$ cat src/rtl/mem_if_pkg.sv
// Shared types and defaults for the cache-line memory initiator.
// Line width helper keeps flat line vectors consistent across files.
package mem_if_pkg;

  localparam int AWIDTH_DEF     = 9;
  localparam int DWIDTH_DEF     = 32;
  localparam int LINE_WORDS_DEF = 4;

  typedef enum logic [1:0] {
    IDLE   = 2'd0,
    ACCESS = 2'd1,
    GAP    = 2'd2,
    DONE   = 2'd3
  } state_e;

  function automatic int line_bits(
    input int words,
    input int dw
  );
    return words * dw;
  endfunction

endpackage

$ cat src/rtl/mem_line_initiator_if.sv
// Strobe-style main-memory bus between the line initiator and memory.
// Master drives strobes/address/write data; slave returns data and ready.
interface mem_line_initiator_if
  import mem_if_pkg::*;
#(
  parameter int AWIDTH = AWIDTH_DEF,
  parameter int DWIDTH = DWIDTH_DEF
);

  logic              rd_mem;
  logic              wr_mem;
  logic [AWIDTH-1:0] addr_mem;
  logic [DWIDTH-1:0] mem_data_in;
  logic [DWIDTH-1:0] mem_data_out;
  logic              ready_mem;

  modport master (
    output rd_mem,
    output wr_mem,
    output addr_mem,
    output mem_data_in,
    input  mem_data_out,
    input  ready_mem
  );

  modport slave (
    input  rd_mem,
    input  wr_mem,
    input  addr_mem,
    input  mem_data_in,
    output mem_data_out,
    output ready_mem
  );

endinterface

$ cat src/rtl/mem_line_buf.sv
// Line buffer: LINE_WORDS x DWIDTH registers with parallel load,
// single-word write at an index and flat parallel read.
module mem_line_buf #(
  parameter int DWIDTH     = 32,
  parameter int LINE_WORDS = 4,
  localparam int OFFW      = $clog2(LINE_WORDS)
) (
  input  logic                         clk,
  input  logic                         reset,
  input  logic                         load,
  input  logic [LINE_WORDS*DWIDTH-1:0] load_line,
  input  logic                         wr_en,
  input  logic [OFFW-1:0]              wr_idx,
  input  logic [DWIDTH-1:0]            wr_data,
  output logic [LINE_WORDS*DWIDTH-1:0] line
);

  logic [DWIDTH-1:0] words [LINE_WORDS];

  always_ff @(posedge clk) begin
    if (reset) begin
      for (int k = 0; k < LINE_WORDS; k++)
        words[k] <= '0;
    end else if (load) begin
      for (int k = 0; k < LINE_WORDS; k++)
        words[k] <= load_line[k*DWIDTH +: DWIDTH];
    end else if (wr_en) begin
      words[wr_idx] <= wr_data;
    end
  end

  for (genvar g = 0; g < LINE_WORDS; g++) begin : g_rd
    assign line[g*DWIDTH +: DWIDTH] = words[g];
  end

endmodule

$ cat src/rtl/mem_line_initiator.sv
// Cache-line initiator: splits a line fill or write-back into
// single-word strobe accesses, one ACCESS/GAP pair per word.
module mem_line_initiator
  import mem_if_pkg::*;
#(
  parameter int AWIDTH     = AWIDTH_DEF,
  parameter int DWIDTH     = DWIDTH_DEF,
  parameter int LINE_WORDS = LINE_WORDS_DEF,
  localparam int OFFW      = $clog2(LINE_WORDS),
  localparam int LBITS     = line_bits(LINE_WORDS, DWIDTH)
) (
  input  logic                   clk,
  input  logic                   reset,
  input  logic                   req_valid,
  output logic                   req_ready,
  input  logic                   req_write,
  input  logic [AWIDTH-OFFW-1:0] req_line_addr,
  input  logic [LBITS-1:0]       req_wdata,
  output logic                   resp_valid,
  output logic [LBITS-1:0]       resp_rdata,
  mem_line_initiator_if.master   mem
);

  localparam logic [OFFW-1:0] LAST = OFFW'(LINE_WORDS - 1);

  state_e                 state;
  logic [OFFW-1:0]        cnt;
  logic [OFFW-1:0]        cnt_nxt;
  logic                   wr_q;
  logic [AWIDTH-OFFW-1:0] line_q;
  logic [LBITS-1:0]       line;
  logic [DWIDTH-1:0]      nxt_word;
  logic                   accept;
  logic                   buf_wr;

  assign req_ready  = (state == IDLE) && !reset;
  assign accept     = (state == IDLE) && req_valid;
  assign buf_wr     = (state == ACCESS) && !wr_q;
  assign cnt_nxt    = cnt + OFFW'(1);
  assign nxt_word   = line[int'(cnt_nxt)*DWIDTH +: DWIDTH];
  assign resp_rdata = line;

  // Read data is captured at the edge ending ACCESS
  mem_line_buf #(
    .DWIDTH     (DWIDTH),
    .LINE_WORDS (LINE_WORDS)
  ) u_buf (
    .clk       (clk),
    .reset     (reset),
    .load      (accept),
    .load_line (req_wdata),
    .wr_en     (buf_wr),
    .wr_idx    (cnt),
    .wr_data   (mem.mem_data_out),
    .line      (line)
  );

  always_ff @(posedge clk) begin
    if (reset) begin
      state           <= IDLE;
      cnt             <= '0;
      wr_q            <= 1'b0;
      line_q          <= '0;
      resp_valid      <= 1'b0;
      mem.rd_mem      <= 1'b0;
      mem.wr_mem      <= 1'b0;
      mem.addr_mem    <= '0;
      mem.mem_data_in <= '0;
    end else begin
      mem.rd_mem <= 1'b0;
      mem.wr_mem <= 1'b0;
      resp_valid <= 1'b0;
      unique case (state)
        IDLE: begin
          if (req_valid) begin
            state           <= ACCESS;
            cnt             <= '0;
            wr_q            <= req_write;
            line_q          <= req_line_addr;
            mem.wr_mem      <= req_write;
            mem.rd_mem      <= !req_write;
            mem.addr_mem    <= {req_line_addr, {OFFW{1'b0}}};
            mem.mem_data_in <= req_wdata[DWIDTH-1:0];
          end
        end
        ACCESS: state <= GAP;
        GAP: begin
          if (mem.ready_mem) begin
            if (cnt == LAST) begin
              state      <= DONE;
              resp_valid <= 1'b1;
            end else begin
              state           <= ACCESS;
              cnt             <= cnt_nxt;
              mem.wr_mem      <= wr_q;
              mem.rd_mem      <= !wr_q;
              mem.addr_mem    <= {line_q, cnt_nxt};
              mem.mem_data_in <= nxt_word;
            end
          end
        end
        DONE: state <= IDLE;
        default: state <= IDLE;
      endcase
    end
  end

endmodule
$ cat src/flat_wrapper.sv
// flat-port wrapper written by rule: the top's interface ports become plain ports
module mem_line_initiator_flat import mem_if_pkg::*;
#(
  parameter int AWIDTH     = AWIDTH_DEF,
  parameter int DWIDTH     = DWIDTH_DEF,
  parameter int LINE_WORDS = LINE_WORDS_DEF,
  localparam int OFFW      = $clog2(LINE_WORDS),
  localparam int LBITS     = line_bits(LINE_WORDS, DWIDTH)
)
  (clk, reset, req_valid, req_ready, req_write, req_line_addr, req_wdata, resp_valid, resp_rdata, mem_rd_mem, mem_wr_mem, mem_addr_mem, mem_mem_data_in, mem_mem_data_out, mem_ready_mem);
  mem_line_initiator_if #(.AWIDTH(AWIDTH), .DWIDTH(DWIDTH)) mem_i ();
  input  logic clk;
  input  logic reset;
  input  logic req_valid;
  output logic req_ready;
  input  logic req_write;
  input  logic [AWIDTH-OFFW-1:0] req_line_addr;
  input  logic [LBITS-1:0] req_wdata;
  output logic resp_valid;
  output logic [LBITS-1:0] resp_rdata;
  output wire logic [$bits(mem_i.rd_mem)-1:0] mem_rd_mem;
  output wire logic [$bits(mem_i.wr_mem)-1:0] mem_wr_mem;
  output wire logic [$bits(mem_i.addr_mem)-1:0] mem_addr_mem;
  output wire logic [$bits(mem_i.mem_data_in)-1:0] mem_mem_data_in;
  input wire logic [$bits(mem_i.mem_data_out)-1:0] mem_mem_data_out;
  input wire logic [$bits(mem_i.ready_mem)-1:0] mem_ready_mem;
  assign mem_rd_mem = mem_i.rd_mem;
  assign mem_wr_mem = mem_i.wr_mem;
  assign mem_addr_mem = mem_i.addr_mem;
  assign mem_mem_data_in = mem_i.mem_data_in;
  assign mem_i.mem_data_out = mem_mem_data_out;
  assign mem_i.ready_mem = mem_ready_mem;
  mem_line_initiator #(.AWIDTH(AWIDTH), .DWIDTH(DWIDTH), .LINE_WORDS(LINE_WORDS)) u_core (.clk(clk), .reset(reset), .req_valid(req_valid), .req_ready(req_ready), .req_write(req_write), .req_line_addr(req_line_addr), .req_wdata(req_wdata), .resp_valid(resp_valid), .resp_rdata(resp_rdata), .mem(mem_i));
endmodule
$ cat config.mk
export PLATFORM = sky130hd
export DESIGN_NAME = mem_line_initiator_flat
export DESIGN_NICKNAME = d
export VERILOG_FILES = /design/src/rtl/mem_if_pkg.sv /design/src/rtl/mem_line_initiator_if.sv /design/src/rtl/mem_line_buf.sv /design/src/rtl/mem_line_initiator.sv /design/src/flat_wrapper.sv
export SDC_FILE = /design/constraint.sdc
export NUM_CORES = 1
export LEC_CHECK = 0
export ABC_AREA = 1
export ABC_CLOCK_PERIOD_IN_PS = 2800
export BUFFER_PORTS_ARGS = -buffer_cell sky130_fd_sc_hd__clkbuf_2
export CAP_MARGIN = 20
export CELL_PAD_IN_SITES_DETAIL_PLACEMENT = 0
export CELL_PAD_IN_SITES_GLOBAL_PLACEMENT = 2
export CORE_MARGIN = 1
export CORE_UTILIZATION = 27
export CTS_CLUSTER_SIZE = 30
export DETAILED_ROUTE_END_ITERATION = 7
export GPL_ROUTABILITY_DRIVEN = 0
export PLACE_DENSITY_LB_ADDON = 0.1
export SYNTH_ARGS = -nofsm -noshare
export SYNTH_HDL_FRONTEND = slang
export SYNTH_SLANG_ARGS = --single-unit
$ cat constraint.sdc
create_clock -name clk -period 2.8 [get_ports clk]
set_input_delay 0.14 -clock clk [delete_from_list [all_inputs] [get_ports clk]]
set_output_delay 0.14 -clock clk [all_outputs]
set_load 0.02 [all_outputs]
-- After elaboration in Yosys (flattened, before gate mapping)
Memory sizes are Yosys's and may differ from the RTL's.
Index checks and enable logic that the tools add are counted.
- flip-flop bits (word level): 56
- bits in writable memories: 128
- input bits: 172
- output and inout bits: 173
- word-level logic and storage cells: 79
- memories: 1
- add/subtract/negate cells: 1
- equality and inequality tests: 7
- shift operators: 1
- multiplexer cells: 41
- bitwise operators: 6
- reductions and logical operators: 13
- memory list (memory ; words ; bits a word ; read ports ; clocked after memory_dff ; write ports ; line ; RTL):
    u_core.u_buf.words ; 4 ; 32 ; 4 ; 0 ; 4 ; mem_line_buf.sv:18 ; logic [DWIDTH-1:0] words [LINE_WORDS];
- operators with widths (kind ; number):
    32-bit two-way mux ; 8
    128-bit by 8-bit variable part select with 32-bit output ; 1
    32-bit one-hot mux with 2 select lines ; 1
    32-bit OR reduction ; 1
    9-bit two-way mux ; 3
    9-bit one-hot mux with 2 select lines ; 1
    1-bit two-way mux ; 17
    2-bit two-way mux ; 7
    2-bit one-hot mux with 4 select lines ; 1
    2-bit equality test, second input constant ; 3
    2-bit != test, second input constant ; 3
    1-bit bitwise OR ; 4
    1-bit one-hot mux with 2 select lines ; 2
    2-bit one-hot mux with 2 select lines ; 1
    2-bit AND reduction ; 2
    4-bit AND reduction ; 1
    1-bit logical AND ; 3
    1-bit logical NOT ; 3
    3-bit OR reduction ; 1
    2-bit by 1-bit adder with 2-bit output, second input constant ; 1
    2-bit by 1-bit equality test with 1-bit output, second input constant ; 1
    2-bit logical NOT ; 1
    1-bit inverter ; 2
    2-bit nonzero test ; 1

-- Depth between registers and ports, before layout
Gate-level depths: netlist of run 1.
- word-level depth: 8
- depth in mapped cells: 12
- depth with buffers taken out: 8

-- Cells and area by module
From an unflattened synthesis of run 1, not the netlist that was laid out.
- cell total of the unflattened synthesis: 1344
- area total of the unflattened synthesis: 10012.1 sq um
- modules (own cells, without submodules) (module ; times used ; cells each ; area an instance (sq um)):
    mem_line_buf ; 1 ; 584 ; 6032.0
    mem_line_initiator ; 1 ; 760 ; 3980.1

-- Worst setup path after synthesis of run 1
Ideal clock, no wire load.
- path kind: flip-flop to flip-flop
- start: register u_core.cnt[0]
- end: memory u_core.u_buf.words[0][0] (enable)
- setup time: 0.478 ns
- arrival: 2.161 ns
- setup slack: 0.161 ns
- cell stages (with the launch flop): 8
- cell sequence: dfxtp_1 -> buf_2 -> clkinv_1 -> buf_2 -> ha_1 -> nand3_1 -> clkbuf_1 -> nand2_1
- RTL lines (what ; line ; RTL):
    start: declaration ; mem_line_initiator.sv:27 ; logic [OFFW-1:0] cnt;
    start signal: assignment ; mem_line_initiator.sv:94 ; cnt <= cnt_nxt;
    end: declaration ; mem_line_buf.sv:18 ;

==> results of run 1 <==
==> cells by family (layout without fill, tap and decap cells) <==
logic type / Yosys count / count (layout) / synth area share (%)
and+or+nand+nor: 685 / 685 / 30.3
other: 0 / 1 / 0
adders and majority gates: 4 / 4 / 0.530
DFF: 182 / 182 / 52.2
AOI/OAI and AO/OA: 148 / 148 / 7.87
buffers and inverters: 208 / 554 / 9.13
==> cell type report <==
type,instances,area [um2]
diodes,1,2.50
clock buffers,24,507
clock inverters,8,88.8
fillers,3756,21900
inverters,121,454
multi-input cells,837,3690
flip-flops and latches,182,4930
well taps,455,569
repair buffers,401,2310
==> stage by stage <==
stage | instance area [um2] | cells | total power (uW) | hold WS, ps | utilization (%)
floorplan | 9440 | 1227 | 4490 | 279 | -
global placement | 11600 | 1964 | 5270 | 397 | 33.8
detailed placement | 11600 | 1964 | 5270 | 398 | 33.8
CTS | 12500 | 2028 | 7800 | 0.278 | 36.4
global route | 12500 | 2029 | 8080 | 8.83 | 36.4
finish | 12500 | 2029 | 7680 | 20.1 | 36.4
==> power by group <==
part / switching [uW] / total [uW] / internal [uW]
Sequential: 170 / 3360 / 3190
Combinational: 1260 / 1860 / 593
Clock: 1090 / 2460 / 1370
==> state kept, by name, indices dropped and copies added, names as in the netlist <==
signal                  flops
u_core.line_q               7
u_core.mem.wr_mem           1
u_core.u_buf.words        128
u_core.mem.addr_mem         8
u_core.resp_valid           1
u_core.mem.rd_mem           1
u_core.state                2
u_core.wr_q                 1
u_core.mem.mem_data_in     32
u_core.cnt                  1
==> layer usage <==
layer	global-route usage, %	vias up	wire, um
met5	0	-	0
met4	5.09	0	522
met3	4.69	24	2330
met2	34.4	284	17700
met1	26.8	4216	16600
li1	-	4653	-
==> cell usage in the layout (no fill, tap or decap), types with 7 or more instances in the layout <==
master,count
buf_4,20
clkbuf_16,17
clkbuf_2,344
dfxtp_1,53
dlygate4sd3_1,32
edfxtp_1,128
inv_1,115
nand2_1,289
nand2_2,7
nand3_1,202
nor2_1,176
o21ai_0,135
o21ai_1,7
==> worst max-delay path: cells and delay by family, from the launching register on <==
| kind | cells | cell delay (ps) |
|---|---|---|
| buffers and inverters | 3 | 540 |
| and+or+nand+nor | 3 | 860 |
| DFF | 1 | 330 |
==> how the worst max path moves through the flow <==
stage                    start                  endpoint  slack [ps]
2_1_floorplan    u_core.cnt[0]  u_core.u_buf.words[0][0]         160
3_3_place_gp   u_core.state[0]  u_core.u_buf.words[2][0]         740
3_5_place_dp   u_core.state[0]  u_core.u_buf.words[2][0]         740
4_1_cts        u_core.state[0]  u_core.u_buf.words[2][8]         720
5_1_grt        u_core.state[0]  u_core.u_buf.words[2][1]         590
6_report       u_core.state[0]  u_core.u_buf.words[2][1]         770
==> timing repair <==
action / 4_1_cts / 5_1_grt
hold buffers: 32 / 0
endpoints found under the setup margin: 0 / 0
endpoints found under the hold margin: 34 / 0
==> run metrics, run 1 <==
outcome complete, but fails checks; failing checks design-rule violations; share of synthesized registers carrying an async set or reset 0%; initial antenna violation count 2; fin. max-slew vios 0; Hold Path Cell Cnt 3; drt total wl 37100 um; grt total ovfl 0; core area 0.0345 mm2; Worst-Margin Slew 676 ps; skew final 11.2 ps; Hold EP u_core.u_buf.words[3][21]; Syn Area/Cell 7.69 um2; synthesized instance count 1227; Worst-path clk slew 80 ps; Boundary Pins 345; Overall Global Routing Usage 20.6%; Layout Area Growth over Synthesis 32.9%; cell area after synthesis 0.00944 mm2; YS warnings 0; final worst slack 768 ps; CP Capture Type register; Tcrit/Tclk final 72.6%; Synth top area share 40.7%; CP cell instances inv_2, nand3_2, nand2_1, inv_1, nand2_2, buf_12; RSZ-0062 raised after global routing no; Synth area leader edfxtp_1; dpl ws 736 ps; Initial DRT Pass Iterations 7; Final Setup Violations 0; TritonCTS clock tree yes; Synth top cells by count nand2_1 (295), nand3_1 (206), nor2_1 (176); row count 68; Die W 189 um; LEAKAGE 0.00594 uW; Slowest-stage cell, CP nand2_2; Starting DRT DRC Count 437; worst reg2reg endpoint u_core.u_buf.words[2][1]; Synth cell types 26; hold_sp req_wdata[117]; final setup TNS 0 ps; flops & latches, synth 182; layout cell share with drive strength beyond 1 27.0%; Post-synth top flop edfxtp_1; slew margin rel. 54.9%; Chip Height 189 um; fmax 0.492 GHz; CP arrival 2160 ps; Worst R2R Setup Slack 770 ps; WP data required 2930 ps; number of synthesized flops with an enable pin 128; worst r2r src u_core.state[0]; reg2reg path depth 6; Clock Path Buffers 2; largest net degree at the start of global routing 136; max-capacitance violation count 0; total CTS buffers 17; most common cell in the netlist nand2_1; H-tree depth 4; routed len/inst 18.3 um; vias in the first global route 8889; Worst Setup Start Kind register; Final Hold Fails 0; CTS resizes 0; CTS sink count 182; register area share after synthesis 52.2%; crit-path max FO 19; cells taking the most area after synthesis edfxtp_1 (41%), nand2_1 (12%), dfxtp_1 (11%); clk_lat worst skew 440 ps; first-pass GRT wire length 54700 um; DRC Markers 1; DR vias/cell 4.52; IO Port Bufs 344; die area 0.0357 mm2; Hold Crit Class in -> reg; worst stage delay on the critical path 420 ps; via count 9177; Setup Fix Bufs, Post-CTS 0; peak supply drop 0.424 mV; power density over the cells 612 mW/mm2; Clock Root Buffer clkbuf_16; initial core utilization 27.4%; syn_nets 1403; post-layout net count 1736; dpl hpwl 25600 um; Tmin final 2030 ps; post-route ant nets 0; CP Class reg -> reg
Note: power is estimated with default switching activity, not from simulation.
==> run 2, diff against run 1 <==
ABC_CLOCK_PERIOD_IN_PS = 1900   (was 2800)
clock period = 1.9 ns   (was 2.8 ns; I/O delays follow)
==> run metrics, run 2 (synthesized netlist as in run 1, its figures left out) <==
Tmin final 1790 ps; Worst R2R Setup Slack 260 ps (-510 ps); reg2reg path depth 5 (-1); initial antenna violation count 1 (-1); max-capacitance violation count 0 (unchanged); slew margin rel. 50.2% (-4.7 points); grt total ovfl 0 (unchanged); IO Port Bufs 344 (unchanged); fmax 0.560 GHz; commonest non-fill, non-tap cell in the layout clkbuf_2; max FFs per register 128 (unchanged); most flop-heavy register u_core.u_buf.words; Worst-path clk slew 70 ps (about the same); Initial DRT Pass Iterations 5 (-2); worst reg2reg endpoint u_core.u_buf.words[0][20]; hold_sp req_wdata[100]; post-layout net count 1837 (+5.8%); power density over the cells 847 mW/mm2 (+38%); Worst Setup Start Kind register; outcome finished clean; DRC Markers 0 (-1); RSZ-0062 raised after global routing no; final setup TNS 0 ps (unchanged); skew final 16.9 ps (+5.64 ps); initial core utilization 27.4% (unchanged); Tcrit/Tclk final 94.0%; dpl hpwl 25700 um (+0.56%); CP cell instances inv_2, nand2_1, nor2_4, buf_12, clkbuf_2; row count 68 (unchanged); vias in the first global route 9598 (+8.0%); Slowest-stage cell, CP dfxtp_1; first-pass GRT wire length 57600 um (+5.3%); most frequent cells in the layout clkbuf_2 (343), nand2_1 (289), nand3_1 (202), nor2_1 (176), o21ai_0 (135); TritonCTS clock tree yes; Hold Path Cell Cnt 3 (unchanged); worst r2r src u_core.mem.addr_mem[1]; routed len/inst 17.8 um (-2.7%); Boundary Pins 345 (unchanged); largest registers in the final layout u_core.u_buf.words (128), u_core.mem.mem_data_in (32), u_core.mem.addr_mem (8); LEAKAGE 0.00641 uW (+8.0%); total CTS buffers 17 (unchanged); Clock Path Buffers 2 (unchanged); DR vias/cell 4.53 (+0.13%); CP Capture Type primary output; Hold EP u_core.u_buf.words[3][4]; CP Class reg -> out; Hold Crit Class in -> reg; peak supply drop 0.616 mV (+45%); drt total wl 37900 um (+2.1%); Layout Area Growth over Synthesis 44.8%; Die W 189 um (unchanged); CP arrival 1690 ps (-470 ps); Overall Global Routing Usage 21.5% (+0.88 points); largest net degree at the start of global routing 136 (unchanged); via count 9646 (+5.1%); crit-path max FO 55 (+36); Starting DRT DRC Count 435 (-0.46%); CTS sink count 182 (unchanged); Final Setup Violations 0 (unchanged); clk_lat worst skew 440 ps (about the same); layout cell share with drive strength beyond 1 25.8% (-1.2 points); fin area 0.0137 mm2 (+8.9%); Clock Root Buffer clkbuf_16; Chip Height 189 um (unchanged); fin. max-slew vios 0 (unchanged); worst stage delay on the critical path 340 ps (-80 ps); WP data required 1800 ps (-1130 ps); Setup Fix Bufs, Post-CTS 0 (unchanged); Final Hold Fails 0 (unchanged); post-route ant nets 0 (unchanged); H-tree depth 4 (unchanged); die area 0.0357 mm2 (unchanged); core area 0.0345 mm2 (unchanged); Worst-Margin Slew 746 ps (+70.5 ps); placed cell area 0.0119 mm2 (+2.0%)
==> run 2: final cells by class <==
type                            instances  area (um2)
Fill cell                            3673       20800
Sequential cell                       182        4930
Multi-Input combinational cell        837        3720
Timing Repair Buffer                  502        3400
Tap cell                              455         569
Clock buffer                           28         566
Inverter                              121         455
Clock inverter                          4        26.3
Antenna cell                            1        2.50
==> run 2: how the worst max path moves through the flow <==
stage	startpoint	endpoint	slack [ps]	depth (start not counted)
floorplan	u_core.mem.addr_mem[1]	u_core.u_buf.words[1][0]	10	5
global placement	u_core.state[1]	u_core.u_buf.words[1][26]	310	6
detailed placement	u_core.mem.addr_mem[1]	u_core.mem.mem_data_in[27]	270	8
CTS	u_core.state[1]	req_ready	90	5
global route	u_core.state[0]	req_ready	0.04	5
finish	u_core.state[1]	req_ready	110	5
==> run 2: stage by stage <==
step | std cells | utilization (%) | power [uW] | hold slack, ps | worst slack (ps)
after CTS | 2129 | 39.7 | 11700 | 0.484 | 93.5
after floorplan | 1227 | - | 6630 | 234 | 13.0
after global placement | 1976 | 34.4 | 7890 | 352 | 306
after detailed placement | 1976 | 34.4 | 7890 | 356 | 267
after global routing | 2129 | 39.7 | 12200 | 8.77 | 0.0436
final | 2130 | 39.7 | 11600 | 15.4 | 114
==> run 2: worst max-delay path, delay by kind of cell (launching register included) <==
kind	cells	cell delay (ps)
flip-flops	1	340
AND/OR/NAND/NOR	2	280
buffers and inverters	3	580
==> run 2: power by group <==
part | total (uW) | switching (uW) | internal (uW)
registers | 4930 | 232 | 4700
clock network | 3620 | 1570 | 2050
logic | 3020 | 1940 | 1080
==> run 2: per-layer routing <==
| layer | part of all wire [%] | routed length, um | GRT usage, % | vias to the layer above |
|---|---|---|---|---|
| met1 | 45 | 17000 | 27.7 | 4484 |
| met4 | 1.7 | 661 | 5.80 | 0 |
| met5 | 0 | 0 | 0 | - |
| met3 | 5.5 | 2070 | 4.82 | 28 |
| met2 | 48 | 18200 | 36.0 | 274 |
| li1 | - | - | - | 4860 |
==> run 2: what timing repair did <==
| action | 4_1_cts | 5_1_grt |
|---|---|---|
| endpoints found under the setup margin | 0 | 0 |
| resized for setup | 0 | 0 |
| hold buffers | 121 | 0 |
| endpoints found under the hold margin | 126 | 0 |
